## config.mk

```make
export PLATFORM = sky130hd
export DESIGN_NAME = accum32_stream
export DESIGN_NICKNAME = d
export VERILOG_FILES = /design/src/rtl/arith_pkg.sv /design/src/rtl/adder32.sv /design/src/rtl/accum32_stream.sv
export SDC_FILE = /design/constraint.sdc
export NUM_CORES = 1
export LEC_CHECK = 0
export BUFFER_PORTS_ARGS = -buffer_cell sky130_fd_sc_hd__clkbuf_2
export CAP_MARGIN = 20
export CORE_ASPECT_RATIO = 0.8
export CORE_MARGIN = 8
export CORE_UTILIZATION = 52
export DETAILED_ROUTE_END_ITERATION = 12
export GPL_TIMING_DRIVEN = 1
export HOLD_SLACK_MARGIN = 0.08
export PLACE_DENSITY = 0.88
export SLEW_MARGIN = 25
export SYNTH_ARGS = -nofsm -noshare
export SYNTH_HDL_FRONTEND = slang
export SYNTH_HIERARCHICAL = 1
export SYNTH_SLANG_ARGS = --single-unit
```

## constraint.sdc

```tcl
create_clock -name clk_i -period 4.31 [get_ports clk_i]
set_clock_uncertainty 0.1 [all_clocks]
set_input_delay 0.2155 -clock clk_i [delete_from_list [all_inputs] [get_ports clk_i]]
set_output_delay 0.2155 -clock clk_i [all_outputs]
set_load 0.02 [all_outputs]
```

## src/rtl/arith_pkg.sv

```systemverilog
// Shared definitions for the arithmetic examples datapath.
// Holds the accumulator state encoding and the default widths.
package arith_pkg;

    typedef enum logic [1:0] {
        IDLE,
        ACCUM,
        DONE
    } accum_state_t;

    localparam int WIDTH_DEF = 32;
    localparam int CNT_W_DEF = 8;

endpackage

```

## src/rtl/adder32.sv

```systemverilog
// Plain modulo-2^WIDTH adder with no carry output.
// The sum wraps silently when it overflows.
module adder32
    import arith_pkg::*;
#(
    parameter int WIDTH = WIDTH_DEF
) (
    input  logic [WIDTH-1:0] a_i,
    input  logic [WIDTH-1:0] b_i,
    output logic [WIDTH-1:0] sum_o
);

    assign sum_o = a_i + b_i;

endmodule

```

## src/rtl/accum32_stream.sv

```systemverilog
// Streaming multi-operand accumulator built around a single adder32.
// It sums a burst of operands and holds the total plus a carry count until the result is taken.
module accum32_stream
    import arith_pkg::*;
#(
    parameter int WIDTH = WIDTH_DEF,
    parameter int CNT_W = CNT_W_DEF
) (
    input  logic             clk_i,
    input  logic             rst_i,
    input  logic             start_i,
    input  logic [CNT_W-1:0] len_i,
    input  logic             op_valid_i,
    output logic             op_ready_o,
    input  logic [WIDTH-1:0] op_data_i,
    output logic             res_valid_o,
    input  logic             res_ready_i,
    output logic [WIDTH-1:0] res_sum_o,
    output logic [CNT_W-1:0] res_carry_o,
    output logic             busy_o
);

    accum_state_t     state;
    accum_state_t     state_next;
    logic [WIDTH-1:0] acc;
    logic [WIDTH-1:0] sum_next;
    logic [CNT_W-1:0] remaining;
    logic [CNT_W-1:0] carry_cnt;
    logic             handshake;

    adder32 #(.WIDTH(WIDTH)) u_add (
        .a_i   (acc),
        .b_i   (op_data_i),
        .sum_o (sum_next)
    );

    // Ready depends only on the state register, so there is no path from op_valid_i.
    assign op_ready_o = (state == ACCUM);
    assign handshake  = op_valid_i & op_ready_o;

    always_ff @(posedge clk_i) begin
        if (rst_i) begin
            state <= IDLE;
        end else begin
            state <= state_next;
        end
    end

    always_comb begin
        state_next = state;
        case (state)
            IDLE: begin
                if (start_i) begin
                    state_next = (len_i != '0) ? ACCUM : DONE;
                end
            end
            ACCUM: begin
                if (handshake && (remaining == CNT_W'(1))) begin
                    state_next = DONE;
                end
            end
            DONE: begin
                if (res_ready_i) begin
                    state_next = IDLE;
                end
            end
            default: state_next = IDLE;
        endcase
    end

    // The adder has no carry port, so a wrap is spotted as the new sum falling below the old total.
    always_ff @(posedge clk_i) begin
        if (rst_i) begin
            acc       <= '0;
            remaining <= '0;
            carry_cnt <= '0;
        end else if ((state == IDLE) && start_i) begin
            acc       <= '0;
            remaining <= len_i;
            carry_cnt <= '0;
        end else if (handshake) begin
            acc       <= sum_next;
            remaining <= remaining - CNT_W'(1);
            if ((sum_next < acc) && (carry_cnt != '1)) begin
                carry_cnt <= carry_cnt + CNT_W'(1);
            end
        end
    end

    // Result fields are gated so that a partial sum never appears on the result interface.
    assign res_valid_o = (state == DONE);
    assign res_sum_o   = res_valid_o ? acc : '0;
    assign res_carry_o = res_valid_o ? carry_cnt : '0;
    assign busy_o      = (state != IDLE);

endmodule

```

* After elaboration in Yosys (flattened, before gate mapping)
Cells that the tools add are included.
Word-level totals: output and inout bits 43, logic and storage cells 35, register bits 50, input bits 45
Cells by class: multiplexer cells 9, add/subtract/negate cells 3, equality and inequality tests 7, reduce and logical (&&, ||, !) cells 10, bitwise logic cells 1, order comparisons 1
Operators with widths (number):
- $add A32 B32 Y32 | 1
- $lt A32 B32 Y1 | 1
- $mux W32 | 1
- $mux W8 | 3
- $add A8 B1 Y8 const B | 1
- $eq A8 B1 Y1 const B | 1
- $mux W2 | 4
- $ne A8 B8 Y1 const B | 1
- $reduce_bool A8 Y1 | 1
- $sub A8 B1 Y8 const B | 1
- $pmux W2 S3 | 1
- $ne A2 B1 Y1 const B | 2
- $reduce_bool A2 Y1 | 2
- $logic_and A1 B1 Y1 | 3
- $reduce_and A3 Y1 | 1
- $eq A2 B1 Y1 const B | 1
- $eq A2 B2 Y1 const B | 1
- $logic_not A2 Y1 | 1
- $ne A2 B2 Y1 const B | 1
- $reduce_and A2 Y1 | 1
- $reduce_or A2 Y1 | 1
- $and A1 B1 Y1 | 1

* Logic depth before layout (Yosys ltp)
Gate-level depths: netlist (run 1).
depth after elaboration 5, gate-level depth with buffers 17, depth with buffers taken out 16

* Modules after synthesis
The synthesis (run 1) kept the hierarchy.
By module, submodules not included:
- accum32_stream | times used 1, cells an instance 422, seq. area each 1001.0 µm², area an instance 3129.3 µm²
- adder32 | times used 1, cells an instance 241, seq. area each 0.0 µm², area an instance 1744.2 µm²

* Least setup slack after synthesis (run 1)
OpenSTA, ideal clock, no wires.
path type register to register, start register acc[0], end register carry_cnt[7], library setup time 0.132 ns, path slack 0.233 ns, buffers on the path 1, required time 4.078 ns, clock period less this slack 4.077 ns, arrival time 3.844 ns, cell stages (with the launch flop) 18, path through dfxtp_1 ha_1 fa_1 a21o_1 a31o_2 a21o_1 a21oi_1 o21bai_1 a21oi_1 xnor2_1 ha_1 nand4_1 or4_1 a221o_1 a311oi_2 buf_6 or4_1 a21oi_1
Between the ends: word-level cells in the longest chain between the ends 4
RTL lines:
- start, declared | RTL line accum32_stream.sv:25 | logic [WIDTH-1:0] acc;
- start signal, assigned | RTL line accum32_stream.sv:82 | acc <= sum_next;
- $add A32 B32 Y32 | RTL line adder32.sv:13 | assign sum_o = a_i + b_i;
- named net sum_next[10] | RTL line accum32_stream.sv:26 | logic [WIDTH-1:0] sum_next;
- $lt A32 B32 Y1 | RTL line accum32_stream.sv:84 | if ((sum_next < acc) && (carry_cnt != '1)) begin
- $logic_and A1 B1 Y1 | RTL line accum32_stream.sv:84
- $reduce_and A2 Y1 (no line)
- end signal, assigned | RTL line accum32_stream.sv:85 | carry_cnt <= carry_cnt + CNT_W'(1);
- end, declared | RTL line accum32_stream.sv:28 | logic [CNT_W-1:0] carry_cnt;
The timed path passes the listed nets, and every way through them passes these cells. A chain may end at the register's enable or synchronous reset.

* Worst setup path in the final report (run 1)
start register acc[0], end register carry_cnt[2]
The elaborated chain is that of the path after synthesis.

==> run metrics, run 1 <==
run status=finished, final reports clean; syn_nets=774; period utilization=97.7%; vias in the first global route=5230; Core Area=0.00908 mm2; Max VDD drop=0.194 mV; GRT Overall Usage=21.8%; final WL=14700 um; DP Area=0.00542 mm2; commonest non-fill, non-tap cell in the layout=nand2_1; CP arrival=4260 ps; leakage power=0.00259 uW; top_reg_cell synth=dfxtp_1; Vias=5328; initial DRC count=453; io pins=88; slew of the pin with the lowest slew margin=829 ps; Post-layout nets=859; Syn Inst Count=663; total power=1470 uW; Initial Util=53.7%; mapped cell area=0.00487 mm2; die area=0.0127 mm2; Ys Warns=6; register area share after synthesis=20.5%; CTS tree=yes; first-pass GRT wire length=23800 um; Yosys reg bits=50; Setup crit end kind=flop; clock tree buffer depth=2; most frequent cells in the layout=nand2_1, clkbuf_2, a21oi_1; routability cong.=0.974; Critical Path Source Type=flop; number of I/O port buffers=87; total gr overflow=0; Critical Setup Path Class=reg2reg; pre-CTS setup slack=-35.4 ps; drt wl/cell=17.0 um; Worst Path Required=4360 ps; Area Growth Syn to Fin=21.4%; layout cells sized above 1=22.7%; initial antenna violation count=0; number of buffers created by CTS=5; R2R Setup Slk=100 ps; Root Driver=clkbuf_16; Final Hold Fails=0; drt drc=0; Final Max Slew Viols=0; Worst Hold Margin=88.2 ps; Clock Sinks=50; CP max FO=7; htree depth=2; syn avg cell area=7.35 um2; Synth cell types=64; Fillers=785; pwr dens=249 mW/mm2; Placement Rows=31; register area=0.00100 mm2; CTS clock-pin slew for the worst setup and hold paths=70 ps; maximum clock rate=0.238 GHz; # setup viols final=0; Die Y=103 um; Post-synth EDFFs=0; Antenna Nets Post-Route=0; Multi-input gate area=0.00382 mm2; Non-Filler Instances=864; drt first pass iters=5; Clk Latency, worst-skew pair=300 ps; Ant. Diodes=0; Post-synth ARST share=0%; Slew HR=44.6%; Die Wd=124 um; Placed Instances=847; Finished Cell Area=0.00591 mm2; max-cap violation count=0; largest net degree at the start of global routing=38; detailed-placement wirelength estimate=10700 um; post-route minimum period=4210 ps; DR vias/cell=6.17; Final WS setup=101 ps; HP Class=in2reg
-- synthesized netlist by cell type, drive strengths merged (5+ instances only) --
master	n	area [um2]
a21oi	84	420
o21bai	5	48.8
or2	5	31.3
a221oi	5	43.8
nor3	9	50.1
inv	44	165
nor4	6	37.5
a21o	20	150
dfxtp	50	1000
nand2	98	368
nand3	16	80.1
nor2	33	124
nand4	15	93.8
and2	43	269
buf	11	56.3
a211oi	5	37.5
mux2i	5	50.1
a31oi	6	37.5
or4	6	46.3
clkbuf	20	75.1
xor2	15	131
xnor2	13	114
ha	65	813
o21ai	30	154
-- cell families after synthesis --
group	after synthesis	synth area share, %
xor+xnor	28	5.03
fa+ha+maj	66	17.1
mux	5	1.03
compound gates	190	25.2
flops	50	20.5
buf+inv	75	6.08
simple gates	249	25.0
-- state kept, by name, indices dropped and copies added (netlist names) --
| name | count |
|---|---|
| acc | 32 |
| carry_cnt | 8 |
| state | 2 |
| remaining | 8 |
-- where the power goes --
group / total, uW / switching (uW) / internal (uW)
Sequential: 508 / 25.3 / 483
Combinational: 480 / 286 / 193
Clock: 485 / 193 / 293
Total: 1470 / 505 / 969
-- path summary, 6_finish.rpt --
kind                  from            to  depth (start not counted)
hold / removal    len_i[0]  remaining[0]                          3
setup reg to reg    acc[0]  carry_cnt[2]                         17
setup / recovery    acc[0]  carry_cnt[2]                         17
hold reg to reg    acc[20]       acc[20]                          2
-- cell type report --
class / count / area share (%)
multi-input combinational: 538 / 64.6
sequential: 50 / 17.0
timing repair buffer: 109 / 10.2
inverter: 44 / 2.79
tap: 115 / 2.43
clock buffer: 6 / 2.35
clock inverter: 2 / 0.656
-- worst max-delay path, cell delays in order, from the launching register on --
cell and delay, ps:
dfxtp_2 340, ha_4 180, fa_2 380, a21o_1 210, a31o_4 270, a21o_1 190
a21oi_2 160, o21bai_1 110, a21oi_2 140, xnor2_1 100, ha_1 310, nand4_1 130
or4_1 430, a221o_1 280, a311oi_2 320, buf_4 220, or4_1 140, a21oi_2 60
-- through the flow --
stage                     util [%]  setup TNS [ps]
after floorplan                  -               0
after global placement        59.7               0
after detailed placement      59.7            -133
after CTS                     61.9               0
after global routing          65.2            -103
final                         65.2               0
-- metal layers --
metal | global-route usage, % | up-vias | share of wire, %
met5 | 0 | - | 0
met2 | 37.5 | 248 | 47
met4 | 7.39 | 0 | 1.8
li1 | - | 2529 | -
met1 | 27.0 | 2516 | 43
met3 | 4.16 | 35 | 7.7
-- timing repair --
action,CTS,global route
hold buffers,0,0
hold endpoints to repair,0,0
pin swaps,2,13
endpoints found under the setup margin,8,8
setup buffers,0,8
gates resized for setup,6,42
gates cloned,1,0
Note: power is estimated with default switching activity, not from simulation.
==> inputs of run 2 (changes only) <==
--- a/config.mk
+++ b/config.mk
@@ -7,8 +7,7 @@
 export LEC_CHECK = 0
 export BUFFER_PORTS_ARGS = -buffer_cell sky130_fd_sc_hd__clkbuf_2
 export CAP_MARGIN = 20
-export CORE_ASPECT_RATIO = 0.8
-export CORE_MARGIN = 8
+export CORE_ASPECT_RATIO = 0.6
 export CORE_UTILIZATION = 52
 export DETAILED_ROUTE_END_ITERATION = 12
 export GPL_TIMING_DRIVEN = 1
==> constraint.sdc (replaced) <==
create_clock -name clk_i -period 3.63 [get_ports clk_i]
set_clock_uncertainty 0.1 [all_clocks]
set_input_delay 0.1815 -clock clk_i [delete_from_list [all_inputs] [get_ports clk_i]]
set_output_delay 0.1815 -clock clk_i [all_outputs]
set_load 0.02 [all_outputs]
==> run metrics, run 2 (synthesized netlist as in run 1, its figures left out) <==
Die Y=77.0 um; Clk Latency, worst-skew pair=300 ps; leakage power=0.00312 uW; DP Area=0.00642 mm2; Worst Hold Margin=110 ps; Biggest register=acc; initial DRC count=545; Multi-input gate area=0.00388 mm2; drt drc=0; Finished Cell Area=0.00679 mm2; number of buffers created by CTS=5; met1 wire length=7280 um; GRT Overall Usage=35.4%; slew of the pin with the lowest slew margin=897 ps; Area Growth Syn to Fin=39.3%; final WL=16800 um; max reg flops=32; detailed-placement wirelength estimate=12300 um; biggest regs=acc (32), carry_cnt (8), remaining (8); drt first pass iters=5; slowest stage cell, crit path=or4_1; routability cong.=0.923; WL met2=7400 um; max-cap violation count=0; Root Driver=clkbuf_16; htree depth=2; met3 WL post-DR=1680 um; vias in the first global route=5889; most frequent cells in the layout=buf_4, nand2_1, clkbuf_2; Crit path largest cell delay=430 ps; largest net degree at the start of global routing=42; die area=0.00978 mm2; # setup viols final=8; Final WS setup=-482 ps; Initial Util=55.5%; Ant. Diodes=0; Clock Sinks=50; Critical Path Source Type=flop; Placement Rows=26; CP max FO=13; pre-CTS setup slack=-550 ps; period utilization=113%; Core Area=0.00878 mm2; Slew HR=40.1%; Final Max Slew Viols=0; run status=finished with violations; HP Class=in2reg; RSZ-0062 raised after global routing=true; Worst Path Required=3690 ps; number of I/O port buffers=87; clock tree buffer depth=2; maximum clock rate=0.243 GHz; total gr overflow=0; failing checks=negative setup slack; Critical Setup Path Class=reg2reg; top layer in use=met4; first-pass GRT wire length=27700 um; Setup crit end kind=flop; post-route minimum period=4110 ps; crit path cell chain=ha_4, fa_2, a21o_1, a31o_4, a21o_1, a21oi_2, o21bai_1, a21oi_1, xnor2_1, ha_1, nand4_1, or4_1, a221o_1, a311oi_2, buf_4, or4_1, a21oi_2; Fillers=592; Vias=5835; commonest non-fill, non-tap cell in the layout=buf_4; Max VDD drop=0.187 mV; DR vias/cell=6.02; layout cells sized above 1=32.6%; Util after Layout=77.3%; pwr dens=278 mW/mm2; Final Hold Fails=0; io pins=88; register area=0.00101 mm2; CP arrival=4170 ps; CTS tree=yes; Antenna Nets Post-Route=0; initial antenna violation count=0; CTS clock-pin slew for the worst setup and hold paths=80 ps; drt wl/cell=17.4 um; Post-layout nets=967; Die Wd=127 um
## run 2: timing repair
item	CTS	global route
pin swaps	14	1
hold buffers	5	0
setup endpoints to repair	8	8
gates resized for setup	24	7
setup buffers	2	0
hold endpoints to repair	5	0
cloned	0	0
## run 2: worst max-delay path, delay by kind of cell, from the launching register on
family | cells | cell delay, ps
xor gates and xnor gates | 1 | 110
buffers and inverters | 1 | 230
and+or+nand+nor | 3 | 700
AOI/OAI and AO/OA | 9 | 1630
DFF | 1 | 340
adders and majority gates | 3 | 850
## run 2: area by class of cell
class                      count  share of cell area (%)
clock buffer                   5                    1.84
inverter                      44                    2.43
timing repair buffer         217                    21.0
multi-input combinational    538                    57.1
tap                          112                    2.06
clock inverter                 3                   0.700
sequential                    50                    14.9
## run 2: final timing paths
| path | to | start | cells after the start | slack (ps) |
|---|---|---|---|---|
| worst max-delay path | carry_cnt[7] | acc[0] | 17 | -480 |
| worst min-delay path | remaining[7] | len_i[7] | 3 | 110 |
| worst max register to register | carry_cnt[7] | acc[0] | 17 | -480 |
| worst min register to register | acc[31] | acc[31] | 2 | 410 |
## run 2: per-stage QoR
stage | cells | power (uW) | TNS, ps
finish | 969 | 1890 | -3620
global placement | 954 | 1220 | -2270
CTS | 969 | 1850 | -2940
detailed placement | 954 | 1260 | -3600
floorplan | 663 | 995 | -843
global route | 969 | 1970 | -4370
## run 2: metal layers
layer	vias to the layer above	global-route usage [%]
met5	-	0
met4	0	14.2
met3	64	7.82
met2	353	57.1
met1	2673	45.8
li1	2745	-
## run 2: report_power, final
group | total, uW | switching [uW] | leakage (uW) | internal [uW]
combinational | 706 | 394 | 0.00263 | 312
sequential | 601 | 27.9 | 0.000409 | 574
clock | 578 | 247 | 0.0000848 | 331
total | 1890 | 669 | 0.00312 | 1220
